$ cat src/rtl/hls_ctrl_sequencer_if.sv
// ap_ctrl_chain handshake bundle between a sequencer (master) and one HLS kernel (slave).
interface hls_ctrl_sequencer_if;
  logic ap_start;
  logic ap_ready;
  logic ap_done;
  logic ap_idle;
  logic ap_continue;

  modport master (
    output ap_start,
    output ap_continue,
    input  ap_ready,
    input  ap_done,
    input  ap_idle
  );

  modport slave (
    input  ap_start,
    input  ap_continue,
    output ap_ready,
    output ap_done,
    output ap_idle
  );
endinterface

$ cat src/rtl/hls_ctrl_sequencer.sv
// Turns GPIO start/complete levels into an ap_ctrl_chain handshake for one kernel.
// Optional run-cycle counter enabled by defining HLS_CTRL_CYCLE_CNT_EN.
module hls_ctrl_sequencer #(
  parameter int unsigned CNT_W = 32
) (
  input  logic             clk,
  input  logic             rst,
  input  logic             start,
  input  logic             complete,
  output logic             finish,
  output logic             idle,
  output logic             spurious_done,
  output logic [CNT_W-1:0] run_cycles,
  hls_ctrl_sequencer_if.master ap
);

  typedef enum logic [1:0] {ST_IDLE, ST_ISSUE, ST_WAIT, ST_DONE} state_t;

  state_t state;
  logic   start_q;
  logic   complete_q;
  logic   start_edge;
  logic   complete_edge;

  assign start_edge    = start & ~start_q;
  assign complete_edge = complete & ~complete_q;

  always_ff @(posedge clk or posedge rst) begin
    if (rst) begin
      state          <= ST_IDLE;
      start_q        <= 1'b0;
      complete_q     <= 1'b0;
      ap.ap_start    <= 1'b0;
      ap.ap_continue <= 1'b0;
      finish         <= 1'b0;
      idle           <= 1'b0;
      spurious_done  <= 1'b0;
    end else begin
      start_q        <= start;
      complete_q     <= complete;
      ap.ap_continue <= 1'b0;
      idle           <= (state == ST_IDLE) && ap.ap_idle;
      case (state)
        ST_IDLE: begin
          if (ap.ap_done) spurious_done <= 1'b1;
          if (start_edge) begin
            state       <= ST_ISSUE;
            ap.ap_start <= 1'b1;
          end
        end
        ST_ISSUE: begin
          // A kernel may raise done without ever raising ready; either ends the start phase.
          if (ap.ap_ready || ap.ap_done) begin
            ap.ap_start <= 1'b0;
            if (ap.ap_done) begin
              state  <= ST_DONE;
              finish <= 1'b1;
            end else begin
              state <= ST_WAIT;
            end
          end
        end
        ST_WAIT: begin
          if (ap.ap_done) begin
            state  <= ST_DONE;
            finish <= 1'b1;
          end
        end
        ST_DONE: begin
          if (complete_edge) begin
            state          <= ST_IDLE;
            finish         <= 1'b0;
            ap.ap_continue <= 1'b1;
          end
        end
        default: state <= ST_IDLE;
      endcase
    end
  end

`ifdef HLS_CTRL_CYCLE_CNT_EN
  logic [CNT_W-1:0] cnt;
  logic [CNT_W-1:0] cnt_inc;
  logic             running;

  assign running = (state == ST_ISSUE) || (state == ST_WAIT);
  assign cnt_inc = (&cnt) ? cnt : cnt + CNT_W'(1);

  // The latched value includes the cycle in which ap_done is sampled.
  always_ff @(posedge clk or posedge rst) begin
    if (rst) begin
      cnt        <= '0;
      run_cycles <= '0;
    end else begin
      if (state == ST_IDLE && start_edge) begin
        cnt <= '0;
      end else if (running) begin
        cnt <= cnt_inc;
        if (ap.ap_done) run_cycles <= cnt_inc;
      end
    end
  end
`else
  assign run_cycles = '0;
`endif

endmodule

$ cat src/flat_wrapper.sv
// flat-port wrapper written by rule: the top's interface ports become plain ports
module hls_ctrl_sequencer_flat 
#(
  parameter int unsigned CNT_W = 32
)
  (clk, rst, start, complete, finish, idle, spurious_done, run_cycles, ap_ap_start, ap_ap_continue, ap_ap_ready, ap_ap_done, ap_ap_idle);
  hls_ctrl_sequencer_if ap_i ();
  input  logic clk;
  input  logic rst;
  input  logic start;
  input  logic complete;
  output logic finish;
  output logic idle;
  output logic spurious_done;
  output logic [CNT_W-1:0] run_cycles;
  output wire logic [$bits(ap_i.ap_start)-1:0] ap_ap_start;
  output wire logic [$bits(ap_i.ap_continue)-1:0] ap_ap_continue;
  input wire logic [$bits(ap_i.ap_ready)-1:0] ap_ap_ready;
  input wire logic [$bits(ap_i.ap_done)-1:0] ap_ap_done;
  input wire logic [$bits(ap_i.ap_idle)-1:0] ap_ap_idle;
  assign ap_ap_start = ap_i.ap_start;
  assign ap_ap_continue = ap_i.ap_continue;
  assign ap_i.ap_ready = ap_ap_ready;
  assign ap_i.ap_done = ap_ap_done;
  assign ap_i.ap_idle = ap_ap_idle;
  hls_ctrl_sequencer #(.CNT_W(CNT_W)) u_core (.clk(clk), .rst(rst), .start(start), .complete(complete), .finish(finish), .idle(idle), .spurious_done(spurious_done), .run_cycles(run_cycles), .ap(ap_i));
endmodule
$ cat config.mk
export PLATFORM = sky130hd
export DESIGN_NAME = hls_ctrl_sequencer_flat
export DESIGN_NICKNAME = d
export VERILOG_FILES = /design/src/rtl/hls_ctrl_sequencer_if.sv /design/src/rtl/hls_ctrl_sequencer.sv /design/src/flat_wrapper.sv
export SDC_FILE = /design/constraint.sdc
export NUM_CORES = 1
export LEC_CHECK = 0
export BUFFER_PORTS_ARGS = -buffer_cell sky130_fd_sc_hd__buf_2
export CAP_MARGIN = 20
export CORE_MARGIN = 5
export CORE_UTILIZATION = 30
export DETAILED_ROUTE_END_ITERATION = 8
export PLACE_DENSITY_LB_ADDON = 0.08
export SLEW_MARGIN = 15
export SYNTH_ARGS = -nofsm -noshare
export SYNTH_HDL_FRONTEND = slang
export SYNTH_SLANG_ARGS = --single-unit
$ cat constraint.sdc
create_clock -name clk -period 1.7 [get_ports clk]
set_input_delay 0.085 -clock clk [delete_from_list [all_inputs] [get_ports clk]]
set_output_delay 0.085 -clock clk [all_outputs]
set_load 0.03 [all_outputs]
==> results of run 1 <==
-- state kept, by name, summed over array words and instances, names as in the netlist --
| register | count |
|---|---|
| u_core.spurious_done | 1 |
| u_core.complete_q | 1 |
| u_core.start_q | 1 |
| u_core.finish | 1 |
| u_core.ap.ap_continue | 1 |
| u_core.ap.ap_start | 1 |
| u_core.idle | 1 |
| u_core.state | 2 |
-- placed cells by master, fill, tap and decap left out, types with 2 or more instances in the layout --
cell type | netlist | routed
a21oi_1 | 3 | 3
buf_2 | 0 | 11
buf_4 | 32 | 2
clkbuf_4 | 0 | 3
conb_1 | 1 | 32
dfrtp_1 | 9 | 9
dlygate4sd3_1 | 0 | 3
ha_1 | 5 | 5
inv_1 | 5 | 5
nand2_1 | 2 | 2
-- per-stage QoR --
stage | area [um^2] | hold slack (ns) | cells
floorplan | 826 | -0.0871 | 103
global placement | 691 | 0.0757 | 112
detailed placement | 691 | 0.0706 | 112
CTS | 747 | 0.0353 | 119
global route | 747 | 0.0552 | 119
finish | 747 | 0.0447 | 119
-- power groups by stage --
stage / clock [mW] / sequential, mW / combinational (mW)
floorplan: 0 / 0.374 / 0.453
global placement: 0 / 0.313 / 0.600
detailed placement: 0 / 0.312 / 0.593
CTS: 0.169 / 0.308 / 0.605
global route: 0.178 / 0.316 / 0.661
finish: 0.163 / 0.307 / 0.596
-- worst max-delay path by stage --
stage | from | to | slack (ns)
3_3_place_gp | u_core.state[0] | u_core.state[1] | 0.17
2_1_floorplan | u_core.state[1] | u_core.state[1] | 0.23
6_report | u_core.state[0] | u_core.state[1] | 0.20
3_5_place_dp | u_core.state[0] | u_core.state[1] | 0.19
5_1_grt | u_core.state[0] | u_core.state[1] | 0.10
4_1_cts | u_core.state[0] | u_core.state[1] | 0.18
-- cells by family after synthesis --
family,after synthesis
adders and majority gates,5
other,1
muxes,1
AOI/OAI and AO/OA,9
and+or+nand+nor,10
buffers and inverters,37
DFF,9
-- layer usage --
metal,share of wire [%],vias up
li1,-,203
met1,37,183
met2,41,33
met3,20,4
met4,2.6,0
met5,0,-
-- area by class of cell --
cell class                 count  area, um^2  share of cell area, %
inverter                       5        18.8                   2.51
sequential                     9         225                   30.2
clock buffer                   4        26.3                   3.52
tap                           28        35.0                   4.69
timing repair buffer          16         100                   13.4
multi-input combinational     57         342                   45.7
-- critical path, stage by stage, from the launching register on --
cell and delay [ns]:
dfrtp_1 0.40, inv_1 0.11, ha_1 0.28, a21oi_4 0.20
nand3_2 0.10, mux2_4 0.30
-- synth_stat cells (all sizes together), types with 2 or more instances --
master / n
a21oi: 4
buf: 32
dfrtp: 9
ha: 5
inv: 5
nand2: 2
nand2b: 3
nand3: 2
-- timing repair --
item / 4_1_cts / 5_1_grt
hold endpoints to repair: 11 / 0
hold buffers: 3 / 0
buffers inserted: 0 / 0
==> results.json, run 1 <==
{
  "io_pins": 44,
  "dp_slack_ns": 0.190,
  "vias": 423,
  "cts_tree": "yes",
  "dieArea_um2": 3440,
  "synth.top_cells.by_area": "buf_4 (34%), dfrtp_1 (32%), ha_1 (8.8%)",
  "die_w_um": 58.6,
  "synthArstFlopShare_pct": 100,
  "drive_gt1_share_pct": 25.3,
  "path_clk_slew_ns": 0.06,
  "htree_levels": 1,
  "rrSetupSlack_ns": 0.20,
  "power_leakage_nw": 0.412,
  "insertion_delay_ns": 0.26,
  "fin_skew_ns": 0.00505,
  "p_int_mw": 0.598,
  "std_cell_rows": 17,
  "drc": 0,
  "finish.utilization_pct": 33.4,
  "vdd_ir_drop_max_mv": 0.433,
  "period_needed_ns": 1.50,
  "cp.required_ns": 1.85,
  "synth_top_area_share_pct": 33.9,
  "p_per_area_nw_per_um2": 1430,
  "grt_use_met2_pct": 8.93,
  "rsz0062_at_grt": "no",
  "vias_per_cell": 3.55,
  "holdPathEnd": "u_core.idle",
  "criticalPathCategory": "reg -> reg",
  "wl_per_cell_um": 9.40,
  "synth_seq_area_share_pct": 31.7,
  "r2r_end": "u_core.state[1]",
  "grt_use_met3_pct": 3.73,
  "r2r_cells": 5,
  "setup_violations": 0,
  "track_usage_pct": 6.53,
  "worst_setup_path_start_kind": "register",
  "grt_pass1_wl_mm": 1.62,
  "synth-simple-area-share_pct": 10.4,
  "r2r-start": "u_core.state[0]",
  "grt_pass1_vias": 388,
  "clkSinkCount": 9,
  "grt_max_degree": 10,
  "cp.arrival_ns": 1.64,
  "finalHoldViolations": 0,
  "numCtsBuffers": 3,
  "ctsResizeCount": 0,
  "place.gp.congestion": 0.727,
  "io_buffers": 11,
  "yosysWarnings": 0,
  "synthFlopType": "dfrtp_1",
  "start_util_pct": 31.8,
  "pwr-share-comb_pct": 55.9,
  "final-max-slew-violation-count": 0,
  "synthToLayoutAreaGrowth_pct": 5.29,
  "synth_compound_area_share_pct": 9.88,
  "post-dp-hpwl_um": 940,
  "synth_xor_area_share_pct": 0,
  "drv_cap": 0,
  "path_max_fanout": 4,
  "switchingPower_mw": 0.468,
  "clockRootBuffer": "clkbuf_4",
  "globalRouteMet1Util_pct": 7.47,
  "syn_area_um2": 709,
  "fin_crit_sh_pct": 88.2,
  "totalWireLength_mm": 1.12,
  "drt-initial-drc-count": 4,
  "finalNetCount": 104,
  "fmax_mhz": 667,
  "die_h_um": 58.6,
  "worstHoldStart": "ap_ap_idle",
  "synth_cells": 72,
  "diodes": 0,
  "synth_cell_types": 22,
  "final.setup.tns_ns": 0,
  "min_path_type": "in -> reg",
  "synth_area_leader_cell": "buf_4",
  "coreArea_um2": 2230,
  "synth_top_family_by_area": "buffers and inverters",
  "ys_ff_latch": 9,
  "synth_edf_count": 0,
  "avgSynthCellArea_um2": 9.85,
  "drt-pass1-iter-count": 4,
  "fin_ws_ns": 0.200,
  "clockBufferDepth": 2,
  "grt_overflow": 0,
  "hold_path_depth": 2,
  "drtAntennaViolNets": 0,
  "antenna_found_initial": 0,
  "filler_cell_count": 242,
  "worstSetupEndpointType": "register",
  "outcome": "finished, final reports clean",
  "p_total_mw": 1.07,
  "synthAdderAreaFrac_pct": 8.82,
  "busiest_layer": "met2",
  "seqPwrFrac_pct": 28.8,
  "p_clk_share_pct": 15.3,
  "post_synth_mux_area_share_pct": 2.12,
  "p_sw_share_pct": 43.9
}
Note: power is estimated with default switching activity, not from simulation.
==> run 2, diff against run 1 <==
--- a/config.mk
+++ b/config.mk
@@ -7,8 +7,9 @@
 export LEC_CHECK = 0
 export BUFFER_PORTS_ARGS = -buffer_cell sky130_fd_sc_hd__buf_2
 export CAP_MARGIN = 20
+export CORE_ASPECT_RATIO = 1.2
 export CORE_MARGIN = 5
-export CORE_UTILIZATION = 30
+export CORE_UTILIZATION = 40
 export DETAILED_ROUTE_END_ITERATION = 8
 export PLACE_DENSITY_LB_ADDON = 0.08
 export SLEW_MARGIN = 15
==> results.json, run 2 (synthesis results as in run 1) <==
{
  "final.setup.tns_ns": 0,
  "largest-register": "u_core.state",
  "place.gp.congestion": 0.721,
  "drt-initial-drc-count": 0,
  "ctsResizeCount": 0,
  "rrSetupSlack_ns": 0.19,
  "crit_buf_inv": 1,
  "vias_per_cell": 3.77,
  "cp.required_ns": 1.84,
  "globalRouteMet1Util_pct": 9.12,
  "hold_path_depth": 2,
  "outcome": "finished, final reports clean",
  "largest_reg_flops": 2,
  "numCtsBuffers": 3,
  "clkSinkCount": 9,
  "ctsHoldBuffers": 3,
  "track_usage_pct": 8.83,
  "htree_levels": 1,
  "finalHoldViolations": 0,
  "drtAntennaViolNets": 0,
  "criticalPathCategory": "reg -> reg",
  "drt-pass1-iter-count": 1,
  "cp.arrival_ns": 1.65,
  "io_pins": 44,
  "io_buffers": 11,
  "p_int_mw": 0.587,
  "pwr-share-comb_pct": 55.5,
  "post-dp-hpwl_um": 948,
  "switchingPower_mw": 0.466,
  "drive_gt1_share_pct": 24.4,
  "setup_violations": 0,
  "crit_family": "flip-flops",
  "grt_use_met3_pct": 3.75,
  "antenna_found_initial": 0,
  "finish.utilization_pct": 43.8,
  "mostFrequentLayoutCell": "conb_1",
  "finalNetCount": 103,
  "min_path_type": "in -> reg",
  "dieArea_um2": 2720,
  "drv_cap": 0,
  "final_cell_mix": "conb_1 (32), buf_2 (11), dfrtp_1 (9)",
  "fin_skew_ns": 0.000276,
  "synthToLayoutAreaGrowth_pct": 2.47,
  "cpMaxStageDelayCell": "dfrtp_1",
  "cts_tree": "yes",
  "worstSetupEndpointType": "register",
  "filler_cell_count": 173,
  "final-max-slew-violation-count": 0,
  "period_needed_ns": 1.51,
  "std_cell_rows": 16,
  "fin_crit_sh_pct": 89.0,
  "grt_use_met2_pct": 13.6,
  "p_clk_share_pct": 15.3,
  "p_total_mw": 1.05,
  "p_sw_share_pct": 44.2,
  "insertion_delay_ns": 0.25,
  "die_h_um": 56.1,
  "fmax_mhz": 661,
  "drc": 0,
  "p_per_area_nw_per_um2": 1450,
  "wl_per_cell_um": 10.3,
  "cp_num_cells": 6,
  "die_w_um": 48.4,
  "vias": 407,
  "power_leakage_nw": 0.406,
  "path_cells": "inv_1 -> ha_1 -> nor3b_2 -> a21oi_4 -> nand3_2 -> mux2_4",
  "grt_overflow": 0,
  "start_util_pct": 42.7,
  "seqPwrFrac_pct": 29.2,
  "grt_pass1_vias": 398,
  "max_stage_delay_ns": 0.37,
  "diodes": 0,
  "coreArea_um2": 1660,
  "path_clk_slew_ns": 0.06,
  "grt_pass1_wl_mm": 1.83,
  "totalWireLength_mm": 1.11,
  "clockBufferDepth": 2,
  "worst_setup_path_start_kind": "register",
  "grt_max_degree": 10,
  "clockRootBuffer": "clkbuf_4",
  "path_max_fanout": 4,
  "vdd_ir_drop_max_mv": 0.579,
  "busiest_layer": "met2",
  "rsz0062_at_grt": "no",
  "r2r_cells": 6,
  "post_cts_buffers": 0
}
run 2: worst reg2reg max path, cell delays in order, from the launching register on:
cell	delay (ns)
dfrtp_1	0.37
inv_1	0.10
ha_1	0.19
nor3b_2	0.28
a21oi_4	0.07
nand3_2	0.09
mux2_4	0.29
run 2: layout make-up:
type	instances	area (um^2)	area share (%)
Tap cell	18	22.5	3.10
Timing Repair Buffer	15	92.6	12.7
Sequential cell	9	225	31.0
Multi-Input combinational cell	57	342	47.0
Inverter	5	18.8	2.58
Clock buffer	4	26.3	3.61
run 2: stage by stage:
step / setup WS, ns / cell area, um^2 / instances / hold slack [ns]
final: 0.186 / 727 / 108 / 0.0458
after global placement: 0.206 / 671 / 101 / 0.0641
after CTS: 0.167 / 727 / 108 / 0.0403
after floorplan: 0.231 / 826 / 103 / -0.0871
after detailed placement: 0.187 / 671 / 101 / 0.0661
after global routing: 0.105 / 727 / 108 / 0.0483
run 2: power groups by stage:
stage	clock, mW	combinational, mW	sequential, mW
2_1_floorplan	0	0.453	0.374
3_3_place_gp	0	0.591	0.310
3_5_place_dp	0	0.588	0.311
4_1_cts	0.171	0.597	0.308
5_1_grt	0.186	0.633	0.315
6_report	0.162	0.584	0.307
run 2: metal layers:
| layer | part of all wire, % | vias to the layer above | wire length, um |
|---|---|---|---|
| li1 | - | 200 | - |
| met1 | 36 | 183 | 405 |
| met2 | 52 | 22 | 572 |
| met3 | 11 | 2 | 121 |
| met4 | 0.99 | 0 | 11 |
| met5 | 0 | - | 0 |
run 2: path summary, 6_finish.rpt:
check / to / start
worst min register to register: u_core.spurious_done / u_core.spurious_done
worst max register to register: u_core.state[1] / u_core.state[1]
max in group asynchronous: u_core.state[1] / rst
worst min-delay path: u_core.idle / ap_ap_idle
min in group asynchronous: u_core.ap.ap_continue / rst
worst max-delay path: u_core.state[1] / u_core.state[1]
==> run 3, diff against run 2 <==
--- a/config.mk
+++ b/config.mk
@@ -12,6 +12,7 @@
 export CORE_UTILIZATION = 40
 export DETAILED_ROUTE_END_ITERATION = 8
 export PLACE_DENSITY_LB_ADDON = 0.08
+export RECOVER_POWER = 100
 export SLEW_MARGIN = 15
 export SYNTH_ARGS = -nofsm -noshare
 export SYNTH_HDL_FRONTEND = slang
==> results.json, run 3 (synthesis results as in run 1) <==
{
  "clkSinkCount": 9,
  "post-dp-hpwl_um": 948,
  "max_stage_delay_ns": 0.37,
  "p_total_mw": 1.03,
  "grt_overflow": 0,
  "whs_ns": 0.0507,
  "seqCellArea_um2": 225,
  "final.setup.tns_ns": 0,
  "crit_buf_inv": 1,
  "final-max-slew-violation-count": 0,
  "insertion_delay_ns": 0.25,
  "path_max_fanout": 4,
  "place.gp.congestion": 0.721,
  "criticalPathCategory": "reg -> reg",
  "cp_num_cells": 6,
  "cpMaxStageDelayCell": "dfrtp_1",
  "finalHoldViolations": 0,
  "crit_family": "simple AND/OR/NAND/NOR gates",
  "drtAntennaViolNets": 0,
  "diodes": 0,
  "worstSetupEndpointType": "register",
  "min_path_type": "in -> reg",
  "post_cts_buffers": 0,
  "multi_input_area_um2": 337,
  "mostFrequentLayoutCell": "conb_1",
  "numCtsBuffers": 3,
  "coreArea_um2": 1660,
  "final_cell_mix": "conb_1 (32), clkbuf_1 (9), dfrtp_1 (9)",
  "drt-pass1-iter-count": 1,
  "grt_pass1_vias": 398,
  "htree_levels": 1,
  "grt_max_degree": 10,
  "dp_cells": 101,
  "period_needed_ns": 1.55,
  "fin_crit_sh_pct": 91.2,
  "rsz0062_at_grt": "no",
  "hold_path_depth": 2,
  "outcome": "finished, final reports clean",
  "cp.arrival_ns": 1.69,
  "cts_tree": "yes",
  "vias_per_cell": 3.73,
  "cp.required_ns": 1.84,
  "io_pins": 44,
  "clockRootBuffer": "clkbuf_4",
  "wl_per_cell_um": 10.3,
  "io_buffers": 11,
  "drc": 0,
  "fmax_mhz": 645,
  "clockBufferDepth": 2,
  "grt_pass1_wl_mm": 1.83,
  "drt-initial-drc-count": 0,
  "synthToLayoutAreaGrowth_pct": 0,
  "fin_cells": 108,
  "vdd_ir_drop_max_mv": 0.559,
  "finalNetCount": 103,
  "r2r_cells": 6,
  "dieArea_um2": 2720,
  "drv_cap": 0,
  "start_util_pct": 42.7,
  "drive_gt1_share_pct": 14.4,
  "die_w_um": 48.4,
  "p_per_area_nw_per_um2": 1450,
  "antenna_found_initial": 0,
  "std_cell_rows": 16,
  "setup_violations": 0,
  "power_leakage_nw": 0.379,
  "filler_cell_count": 181,
  "largest-register": "u_core.state",
  "path_clk_slew_ns": 0.06,
  "vias": 403,
  "path_cells": "inv_1 -> ha_1 -> nor3b_2 -> a21oi_4 -> nand3_1 -> mux2_4",
  "totalWireLength_mm": 1.12,
  "fin_skew_ns": 0.00107,
  "worst_setup_path_start_kind": "register",
  "track_usage_pct": 8.83,
  "die_h_um": 56.1,
  "largest_reg_flops": 2
}
==> run 3: cell types whose count changed in the layout (fill, tap and decap cells not counted) <==
cell and delta:
clkbuf_1 +8, nand3_2 -1, nand3_1 +1, buf_2 -7, and2_1 -1, and2_0 +1, buf_4 -1
==> run 3: worst paths after layout <==
path                                           start                    to  slack (ns)
worst max-delay path                 u_core.state[1]       u_core.state[1]        0.15
worst min-delay path                      ap_ap_idle           u_core.idle        0.05
worst max register to register       u_core.state[1]       u_core.state[1]        0.15
worst min register to register  u_core.spurious_done  u_core.spurious_done        0.45
max in group asynchronous                        rst       u_core.state[1]        1.11
min in group asynchronous                        rst        u_core.start_q        0.33
==> run 3: final cells by class <==
type	count	share of cell area, %
Clock buffer	4	3.70
Inverter	5	2.65
Multi-Input combinational cell	57	47.4
Sequential cell	9	31.7
Tap cell	18	3.17
Timing Repair Buffer	15	11.3
==> run 3: per-stage QoR <==
| step | setup slack (ns) | area (um^2) | util [%] |
|---|---|---|---|
| floorplan | 0.231 | 826 | - |
| global placement | 0.206 | 671 | 40.4 |
| detailed placement | 0.187 | 671 | 40.4 |
| CTS | 0.167 | 727 | 43.8 |
| global route | 0.0609 | 709 | 42.7 |
| finish | 0.150 | 709 | 42.7 |
==> run 3: repair_timing <==
action,CTS,global route
endpoints found under the hold margin,11,0
hold buffers,3,0
gates resized for setup,0,0
==> run 3: power breakdown <==
group / switching (mW) / internal [mW] / total [mW] / leakage [nW]
registers: 0.0336 / 0.274 / 0.308 / 0.104
logic: 0.358 / 0.200 / 0.558 / 0.260
clock network: 0.0703 / 0.0902 / 0.160 / 0.0150
==> run 3: routing by layer <==
layer / global-route usage (%) / vias to the layer above / share of wire (%)
met5: 0 / - / 0
met1: 9.12 / 178 / 36
met4: 7.11 / 0 / 0.99
li1: - / 201 / -
met3: 3.75 / 2 / 12
met2: 13.6 / 22 / 51
